--- src/rtl/mem_port_arbiter.sv ---
// Arbitrates one single-ported word memory between instruction fetch and data load/store.
// Optional WAIT-state timeout with sticky err flag: define ARB_TIMEOUT_EN.
module mem_port_arbiter #(
    parameter int STARVE_LIMIT = 4,
    parameter int TIMEOUT_CYC  = 64
) (
    input  logic        clk,
    input  logic        rst_n,
    input  logic        i_req,
    input  logic [31:2] i_addr,
    output logic [31:0] i_rdata,
    output logic        i_ready,
    input  logic        d_req,
    input  logic        d_wen,
    input  logic [31:2] d_addr,
    input  logic [31:0] d_wdata,
    output logic [31:0] d_rdata,
    output logic        d_ready,
    output logic        mem_cen,
    output logic        mem_wen,
    output logic [31:2] mem_addr,
    output logic [31:0] mem_wdata,
    input  logic [31:0] mem_rdata,
    input  logic        mem_stall,
    output logic        err
);

    // state   | meaning
    // S_IDLE  | arbitrate pending requests, latch the winner
    // S_ISSUE | one-cycle memory strobe
    // S_WAIT  | wait out mem_stall, capture read data
    // S_RESP  | ready pulse to the granted port
    typedef enum logic [1:0] {S_IDLE, S_ISSUE, S_WAIT, S_RESP} state_t;

    localparam logic [3:0] LIMIT = 4'(STARVE_LIMIT);

    state_t      state_q, state_d;
    logic [3:0]  streak_q;
    logic        gnt_d_q;
    logic [31:0] rdata_q;
    logic        any_req, pick_d, timeout;
    logic        cen_nxt, i_rdy_nxt, d_rdy_nxt;

    assign any_req = i_req | d_req;
    assign pick_d  = d_req & ~(i_req & (streak_q == LIMIT));

`ifdef ARB_TIMEOUT_EN
    localparam int TW = $clog2(TIMEOUT_CYC + 1);
    logic [TW-1:0] wait_cnt_q;
    logic          err_q;

    // Down-counter reloaded in ISSUE so it starts full on WAIT entry.
    always_ff @(posedge clk or negedge rst_n) begin
        if (!rst_n) begin
            wait_cnt_q <= '0;
        end else if (state_q == S_ISSUE) begin
            wait_cnt_q <= TW'(TIMEOUT_CYC - 1);
        end else if (state_q == S_WAIT && wait_cnt_q != '0) begin
            wait_cnt_q <= wait_cnt_q - TW'(1);
        end
    end

    assign timeout = (state_q == S_WAIT) && mem_stall && (wait_cnt_q == '0);

    always_ff @(posedge clk or negedge rst_n) begin
        if (!rst_n) begin
            err_q <= 1'b0;
        end else if (timeout) begin
            err_q <= 1'b1;
        end
    end

    assign err = err_q;
`else
    assign timeout = 1'b0;
    assign err     = 1'b0;
`endif

    always_ff @(posedge clk or negedge rst_n) begin
        if (!rst_n) begin
            state_q <= S_IDLE;
        end else begin
            state_q <= state_d;
        end
    end

    always_comb begin
        state_d = state_q;
        case (state_q)
            S_IDLE:  if (any_req) state_d = S_ISSUE;
            S_ISSUE: state_d = S_WAIT;
            S_WAIT:  if (!mem_stall || timeout) state_d = S_RESP;
            S_RESP:  state_d = S_IDLE;
            default: state_d = S_IDLE;
        endcase
    end

    // Outputs are registered, so decode them from the upcoming state.
    always_comb begin
        cen_nxt   = (state_d == S_ISSUE);
        i_rdy_nxt = (state_d == S_RESP) && !gnt_d_q;
        d_rdy_nxt = (state_d == S_RESP) && gnt_d_q;
    end

    always_ff @(posedge clk or negedge rst_n) begin
        if (!rst_n) begin
            mem_cen   <= 1'b0;
            i_ready   <= 1'b0;
            d_ready   <= 1'b0;
            gnt_d_q   <= 1'b0;
            mem_wen   <= 1'b0;
            mem_addr  <= '0;
            mem_wdata <= '0;
            streak_q  <= '0;
            rdata_q   <= '0;
        end else begin
            mem_cen <= cen_nxt;
            i_ready <= i_rdy_nxt;
            d_ready <= d_rdy_nxt;
            if (state_q == S_IDLE && any_req) begin
                gnt_d_q   <= pick_d;
                mem_addr  <= pick_d ? d_addr : i_addr;
                mem_wen   <= pick_d & d_wen;
                mem_wdata <= pick_d ? d_wdata : '0;
                streak_q  <= (pick_d && i_req) ? streak_q + 4'd1 : 4'd0;
            end
            // A write, or a timed-out access (still stalled), returns zero.
            if (state_q == S_WAIT && state_d == S_RESP) begin
                rdata_q <= (mem_wen || mem_stall) ? 32'd0 : mem_rdata;
            end
        end
    end

    assign i_rdata = rdata_q;
    assign d_rdata = rdata_q;

endmodule

--- config.mk ---
export PLATFORM = sky130hd
export DESIGN_NAME = mem_port_arbiter
export DESIGN_NICKNAME = d
export VERILOG_FILES = /design/src/rtl/mem_port_arbiter.sv
export SDC_FILE = /design/constraint.sdc
export NUM_CORES = 1
export LEC_CHECK = 0
export CORE_MARGIN = 4
export CORE_UTILIZATION = 30
export DETAILED_ROUTE_END_ITERATION = 12
export PLACE_DENSITY_LB_ADDON = 0.15
export SLEW_MARGIN = 40
export SYNTH_ARGS = -nofsm -noshare
export SYNTH_HDL_FRONTEND = slang
export SYNTH_SLANG_ARGS = --single-unit
export TNS_END_PERCENT = 50
--- constraint.sdc ---
create_clock -name clk -period 2.6 [get_ports clk]
set_input_delay 0.65 -clock clk [delete_from_list [all_inputs] [get_ports clk]]
set_output_delay 0.65 -clock clk [all_outputs]
set_load 0.05 [all_outputs]
**Word-level counts from Yosys, hierarchy flattened**

Cells that the tools add are included.

- Muxes and demuxes: 7
- Add/subtract/negate cells: 1
- Bitwise logic cells: 5
- Reduce and logical (&&, ||, !) cells: 8
- Equality and inequality tests: 6

Operators by type and width:

| kind | count |
|---|---|
| 32-bit two-way mux | 2 |
| 30-bit two-way mux | 1 |
| 2-bit one-hot mux with 4 select lines | 1 |
| 2-bit equality test (second input constant) | 3 |
| 1-bit logical AND | 5 |
| 4-bit by 1-bit adder with 4-bit output (second input constant) | 1 |
| 2-bit by 1-bit equality test with 1-bit output (second input constant) | 2 |
| 4-bit by 3-bit equality test with 1-bit output (second input constant) | 1 |
| 2-bit two-way mux | 2 |
| 4-bit two-way mux | 1 |
| 1-bit AND | 3 |
| 2-bit zero test | 1 |
| 1-bit zero test | 1 |
| 1-bit logical OR | 1 |
| 1-bit NOT | 1 |
| 1-bit bitwise OR | 1 |

- Input port bits: 130
- Logic and storage cells: 37
- Bits in registers: 105

**Depth between registers and ports, before layout**

Gate-level depths: netlist of the first run.

- Depth after elaboration: 6
- Mapped depth: 8
- Gate-level depth less buffers: 5

**Worst setup path after synthesis of the first run**

No wires, ideal clock.

- Kind: input -> register
- Start point: input port i_req
- End point: register mem_wdata[22]
- Setup slack: 876 ps
- Stages on the path: 6
- Arrival time: 1603 ps
- Library setup time: 121 ps
- Required time: 2479 ps
- Path buffers: 3
- Cell sequence: buf_4 nand4b_1 and3_1 buf_2 buf_6 a22o_1

- Word-level cells in the longest chain between the ends: 4

RTL lines:

| element | RTL line | text |
|---|---|---|
| start, declared | 9 | `input logic i_req,` |
| 1-bit AND | 45 | `assign pick_d = d_req & ~(i_req & (streak_q == LIMIT));` |
| 1-bit NOT | 45 |  |
| 1-bit AND | 45 |  |
| 32-bit two-way mux | 124 | `mem_wdata <= pick_d ? d_wdata : '0;` |
| end signal, assigned | 124 |  |
| end, declared | 22 | `output logic [31:0] mem_wdata,` |

Parallel ways exist; a longest one is shown, timed or not.
A chain may end at the register's enable or synchronous reset.

**Worst setup path after layout of the first run**

- Start point: register rdata_q[28] (netlist: d_rdata[28])
- End point: output port i_rdata[28]

RTL lines:

| element | RTL line | text |
|---|---|---|
| start, declared | 40 | `logic [31:0] rdata_q;` |
| start signal, assigned | 129 | `rdata_q <= (mem_wen \|\| mem_stall) ? 32'd0 : mem_rdata;` |
| end, declared | 11 | `output logic [31:0] i_rdata,` |

No word-level cell between the ends.

==> qor.yml, run 1 <==
timing:
  worst_pin_slew_ps: 721
  rsz0062_at_grt: "false"
  slew_headroom_pct: 51.9
  fin_tns_setup_ps: 0
  clock_skew_ps: 6.26
  fin_crit_sh_pct: 86.5
  finalCriticalPeriod_ps: 2250
  setup_viol: 0
  fmax_ghz: 0.445
  finalHoldViolCount: 0
  drv_slew: 0
drt:
  drc_errors: 0
  viasPerCell: 4.65
  first_iter_violations: 148
  routed_wl_um: 14800
  via_count: 4175
  drt_pass1_iterations: 5
  drtAntennaViolNets: 0
  routedWlPerCell_um: 16.4
grt:
  grt_first_pass_wirelength_um: 23500
  grt_max_degree: 53
  grt_overflow_total: 0
  track_usage_pct: 16.1
  first_global_vias: 4400
  antenna_found_initial: 0
logic_synthesis:
  ys_warn_count: 0
  seq_area_frac_synth_pct: 54.0
  synth_ff_type: "dfrtp_1"
  synth_cell_types: 33
  async_flop_share_pct: 100
  synth_cells: 460
  syn_area_per_cell_um2: 10.6
  netlist_area_um2: 4860
  synth.net_count: 595
  ys_ff_latch: 105
  synth_edf_count: 0
placement:
  dpl.hpwl_um: 10800
  dp_cells: 881
  dpl_cell_area_um2: 7450
  io_buffers: 259
  place.gp.congestion: 0.797
worst_setup_path:
  max_stage_delay_ps: 830
  reg2reg_depth: 5
  crit_path_cell_trace: "clkdlybuf4s50_1"
  critPathMaxFanout: 3
  cp.arrival_ps: 1600
  start_kind: "register"
  r2r_slack_ps: 560
  critPathCaptureType: "output port"
  critPathTopFamily: "buffers and inverters"
  cp.buffers_inverters: 1
  slowest_stage: "clkdlybuf4s50_1"
  r2r_end: "mem_wen$_DFFE_PN0P_"
  path_class: "register to output port"
  worstPathRequired_ps: 1950
  rr_startpoint: "state_q[0]$_DFF_PN0_"
pwr:
  switching_power_uw: 5270
  power_density_nw_per_um2: 1370
  pwr-share-clk_pct: 13.5
  power_frac_comb_pct: 60.7
  intPower_uw: 5360
  p_sw_share_pct: 49.5
  pwr-share-seq_pct: 25.8
  peakVddDrop_mv: 0.606
  power_uw: 10600
  p_leak_uw: 0.00320
layout:
  antenna_cells: 0
  nFillCells: 1449
  areaGrowthSynthToFinish_pct: 59.6
  final_cells: 897
  finish.utilization_pct: 48.9
  drive_gt1_share_pct: 5.73
  layout.nets: 811
  design_area_um2: 7760
cts:
  hold_buffers: 0
  clkSlewWorstSetupHoldPaths_ps: 70
  cts_max_level: 3
  clock_path_buffers: 2
  cts_tree: "done"
  cts_made_buffers: 9
  root_buffer: "clkbuf_16"
  clk_latency_ps: 340
  postCtsSetupBuffers: 0
  cts.sink_count: 105
  cts_resized: 0
job:
  drv_cap: 0
status:
  outcome: "finished, final reports clean"
die:
  dieArea_um2: 18300
  coreArea_um2: 15900
  initial_core_util_pct: 30.6
  io_pins: 261
  dieWidth_um: 135
  die_y_um: 135
  num_rows: 46
hold_path:
  holdCritPathClass: "input port to asynchronous set/reset pin"
-- how the worst max path moves through the flow --
| stage | endpoint | cells after the start | slack [ps] | from |
|---|---|---|---|---|
| 3_3_place_gp | mem_addr[26]$_DFFE_PN0P_ | 5 | 240 | i_req |
| 2_1_floorplan | mem_wdata[22]$_DFFE_PN0P_ | 6 | 880 | i_req |
| 5_1_grt | d_rdata[21] | 1 | 300 | d_rdata[21]$_DFFE_PN0P_ |
| 3_5_place_dp | mem_addr[7]$_DFFE_PN0P_ | 5 | 180 | i_req |
| 6_report | i_rdata[28] | 1 | 350 | d_rdata[28]$_DFFE_PN0P_ |
| 4_1_cts | i_rdata[28] | 1 | 320 | d_rdata[28]$_DFFE_PN0P_ |
-- kinds of logic after synthesis --
| kind of cell | Yosys count | synth area share, % |
|---|---|---|
| muxes | 34 | 7.02 |
| buffers and inverters | 105 | 12.0 |
| adders and majority gates | 5 | 1.29 |
| AOI/OAI and AO/OA | 71 | 11.9 |
| DFF | 105 | 54.0 |
| and+or+nand+nor | 139 | 13.7 |
| other | 1 | 0.0771 |
-- area by class of cell --
| class | count | area, um^2 | share of cell area, % |
|---|---|---|---|
| Timing Repair Buffer | 274 | 2750 | 35.5 |
| Sequential cell | 105 | 2630 | 33.8 |
| Multi-Input combinational cell | 250 | 1660 | 21.4 |
| Tap cell | 216 | 270 | 3.48 |
| Clock buffer | 11 | 253 | 3.26 |
| Inverter | 36 | 135 | 1.74 |
| Clock inverter | 5 | 61.3 | 0.790 |
-- layer usage --
metal  track usage, %  share of wire, %  vias up
met2             25.8                46      207
met1             20.4                42     1966
met3             4.90               9.9       24
li1                 -                 -     1978
met5                0                 0        -
met4             6.33               2.2        0
-- metrics by stage --
step / hold WS [ps] / setup slack (ps)
after global routing: 397 / 299
after CTS: 373 / 319
after floorplan: 354 / 876
final: 351 / 351
after detailed placement: 448 / 183
after global placement: 459 / 235
-- placed cells by master, fill, tap and decap left out, types with 2 or more instances in the layout --
master	count
clkbuf_16	9
mux2i_1	33
clkbuf_8	2
ha_1	5
dfrtp_1	105
nand4_1	30
o211ai_1	30
inv_6	2
nand2_1	94
buf_4	12
inv_1	36
a32o_1	3
buf_12	4
nor2_1	2
a22o_1	33
clkdlybuf4s50_1	258
-- power by group through the flow --
stage               logic (uW)  clock network [uW]  registers (uW)
global placement          6460                   0            2750
global route              6820                1520            2830
finish                    6460                1430            2740
detailed placement        6520                   0            2760
CTS                       6530                1490            2750
floorplan                 2390                   0            4820
-- cell usage after synthesis (3+ instances only) --
cell      count  area share [%]
a32o_1        3            0.62
clkbuf_1     19             1.5
mux2i_1      33             6.8
a22o_1       33             5.9
nor2_1        3            0.23
buf_4        34             5.2
ha_1          5             1.3
dfrtp_1     105              54
buf_2         9            0.93
inv_1        36             2.8
nand4_1      30             3.9
buf_6         7             1.6
nand2_1      94             7.3
o211ai_1     30             4.6
-- flip-flops by register name (all words and copies together), names as in the netlist, 2 cells and up --
name / flops
d_rdata: 32
mem_addr: 30
mem_wdata: 32
state_q: 2
streak_q: 4
(Power assumes the default switching activity.)
==> run 2, diff against run 1 <==
CAP_MARGIN = 10   (was unset)
==> results of run 2 <==
Same layout as run 1: the final DEF is identical, and so are final timing and power.
==> variant, RTL diff (settings of run 1) <==
Add a define of `ARB_TIMEOUT_EN`.
--- a/src/rtl/mem_port_arbiter.sv
+++ b/src/rtl/mem_port_arbiter.sv
@@ -1,5 +1,7 @@
 // Arbitrates one single-ported word memory between instruction fetch and data load/store.
 // Optional WAIT-state timeout with sticky err flag: define ARB_TIMEOUT_EN.
+`define ARB_TIMEOUT_EN
+
 module mem_port_arbiter #(
     parameter int STARVE_LIMIT = 4,
     parameter int TIMEOUT_CYC  = 64
Formal check against the unedited RTL: same outputs for any inputs over 10 cycles, from zero or initial values and one cycle with rst_n low; that may be too few to reach the edited logic, so the function may still have changed.
==> variant against run 1 <==
  * Clock power is 68% higher
  * Setup slack worse by 0.082 ns
  * Critical path type unchanged
  * Highest routed layer unchanged
  * Wire length rose by 23%
  * Via count is 27% higher
  * Sequential cell count rose by 8
  * First-iteration DRC count increased by 110%
  * Synthesized area is 13% higher
  * Total power rose by 28%
  * Cell area rose by 13%
  * Count of clock-buffer cells in the layout rose by 8
==> variant: results <==
[worst_setup_path]
cp_max_fo = 3
slowest_stage = clkdlybuf4s50_1
cp_data_arrival_time_ns = 1.68
critical_path.top_delay_family = buffers and inverters
slowest_delay_ns = 0.85

[cts]
cts_setup_buffers = 0
root_buffer = clkbuf_16
ctsHtreeMaxLevel = 4
clock_latency_ns = 0.41
numCtsBuffers = 17
cts_buffer_depth = 2
ctsResizeCount = 0
clk_pin_slew_worst_paths_ns = 0.05

[yosys]
synth_fp_nets = 699
yosys-top-cells-count = 113 x dfrtp_1, 68 x nand2_1, 66 x nand3_1
ys_seq_area_share_pct = 51.4
async_flop_share_pct = 100
ys_warn_count = 0
synth_cell_types = 39
synth_area_leaders = dfrtp_1 51%, o211ai_1 8.5%, nand3_1 6.0%, a22o_1 5.3%, nand2_1 4.6%
synth_ff_type = dfrtp_1

[routing]
routed_via_density = 5.18
routed_wl_um = 18100
drtIter0Drc = 312
dr.pass1.iters = 4

[final_layout]
drive_gt1_share_pct = 8.23
fin_nets = 915

[placement]
gp_congestion = 0.818
io_buffer_count = 260
placed_area_um2 = 8170
hpwl_um = 12900

[global_route]
grt_max_degree = 58
grt.total_usage_pct = 17.7
antenna_found_initial = 1
grt_pass1_vias = 5395
grt_pass1_wl_um = 28800

[min_path]
min_path_type = input pin to asynchronous set/reset pin

[sta]
skew_ns = 0.00649
tightest_slew_ns = 0.549

[power]
p_leak_nw = 3.51
ir_worst_vdd_v = 0.000748

[outcome]
status = finished clean
variant: final cells by class:
cell class,count,area [um2]
fillers,1678,9180
flip-flops and latches,113,2830
repair buffers,284,2810
multi-input cells,354,2220
clock buffers,19,453
well taps,229,287
clock inverters,13,160
inverters,7,26.3
diodes,1,2.50
variant: path summary, 6_finish.rpt:
kind,startpoint,to,slack [ns],depth (start not counted)
setup / recovery,mem_wen$_DFFE_PN0P_,mem_wen,0.27,1
hold / removal,rst_n,d_rdata[7]$_DFFE_PN0P_,0.15,1
setup reg to reg,wait_cnt_q[0]$_DFFE_PN0P_,d_rdata[16]$_DFFE_PN0P_,0.51,6
hold reg to reg,gnt_d_q$_DFFE_PN0P_,i_ready$_DFF_PN0_,0.48,1
max in group asynchronous,rst_n,mem_addr[22]$_DFFE_PN0P_,1.81,2
min in group clk,gnt_d_q$_DFFE_PN0P_,i_ready$_DFF_PN0_,0.48,1
variant: cell families (layout without fill, tap and decap cells):
group           after synthesis  after routing  share of synthesized area [%]
simple gates                195            195                           18.1
flops                       113            113                           51.4
other cells                   0              1                              0
buf+inv                      94            323                           8.88
mux                           3              3                          0.546
compound gates              148            148                           19.2
fa+ha+maj                     8              8                           1.82
variant: layer usage:
layer	vias up	wire, um	GRT usage [%]
li1	2460	-	-
met1	2614	7080	20.6
met2	189	9420	30.7
met3	20	1340	5.62
met4	0	297	6.29
met5	-	0	0
variant: metrics by stage:
stage / setup WS, ns / std cells / power [mW]
finish: 0.269 / 1020 / 13.6
global route: 0.201 / 1020 / 14.3
CTS: 0.211 / 1019 / 13.7
detailed placement: 0.358 / 987 / 11.3
global placement: 0.391 / 987 / 11.2
floorplan: 0.731 / 561 / 8.69
variant: power by group:
group          leakage, nW  internal (mW)  switching, mW
Clock                0.287           1.55          0.849
Sequential            1.38           2.57          0.601
Combinational         1.84           2.73           5.27
Total                 3.51           6.86           6.72
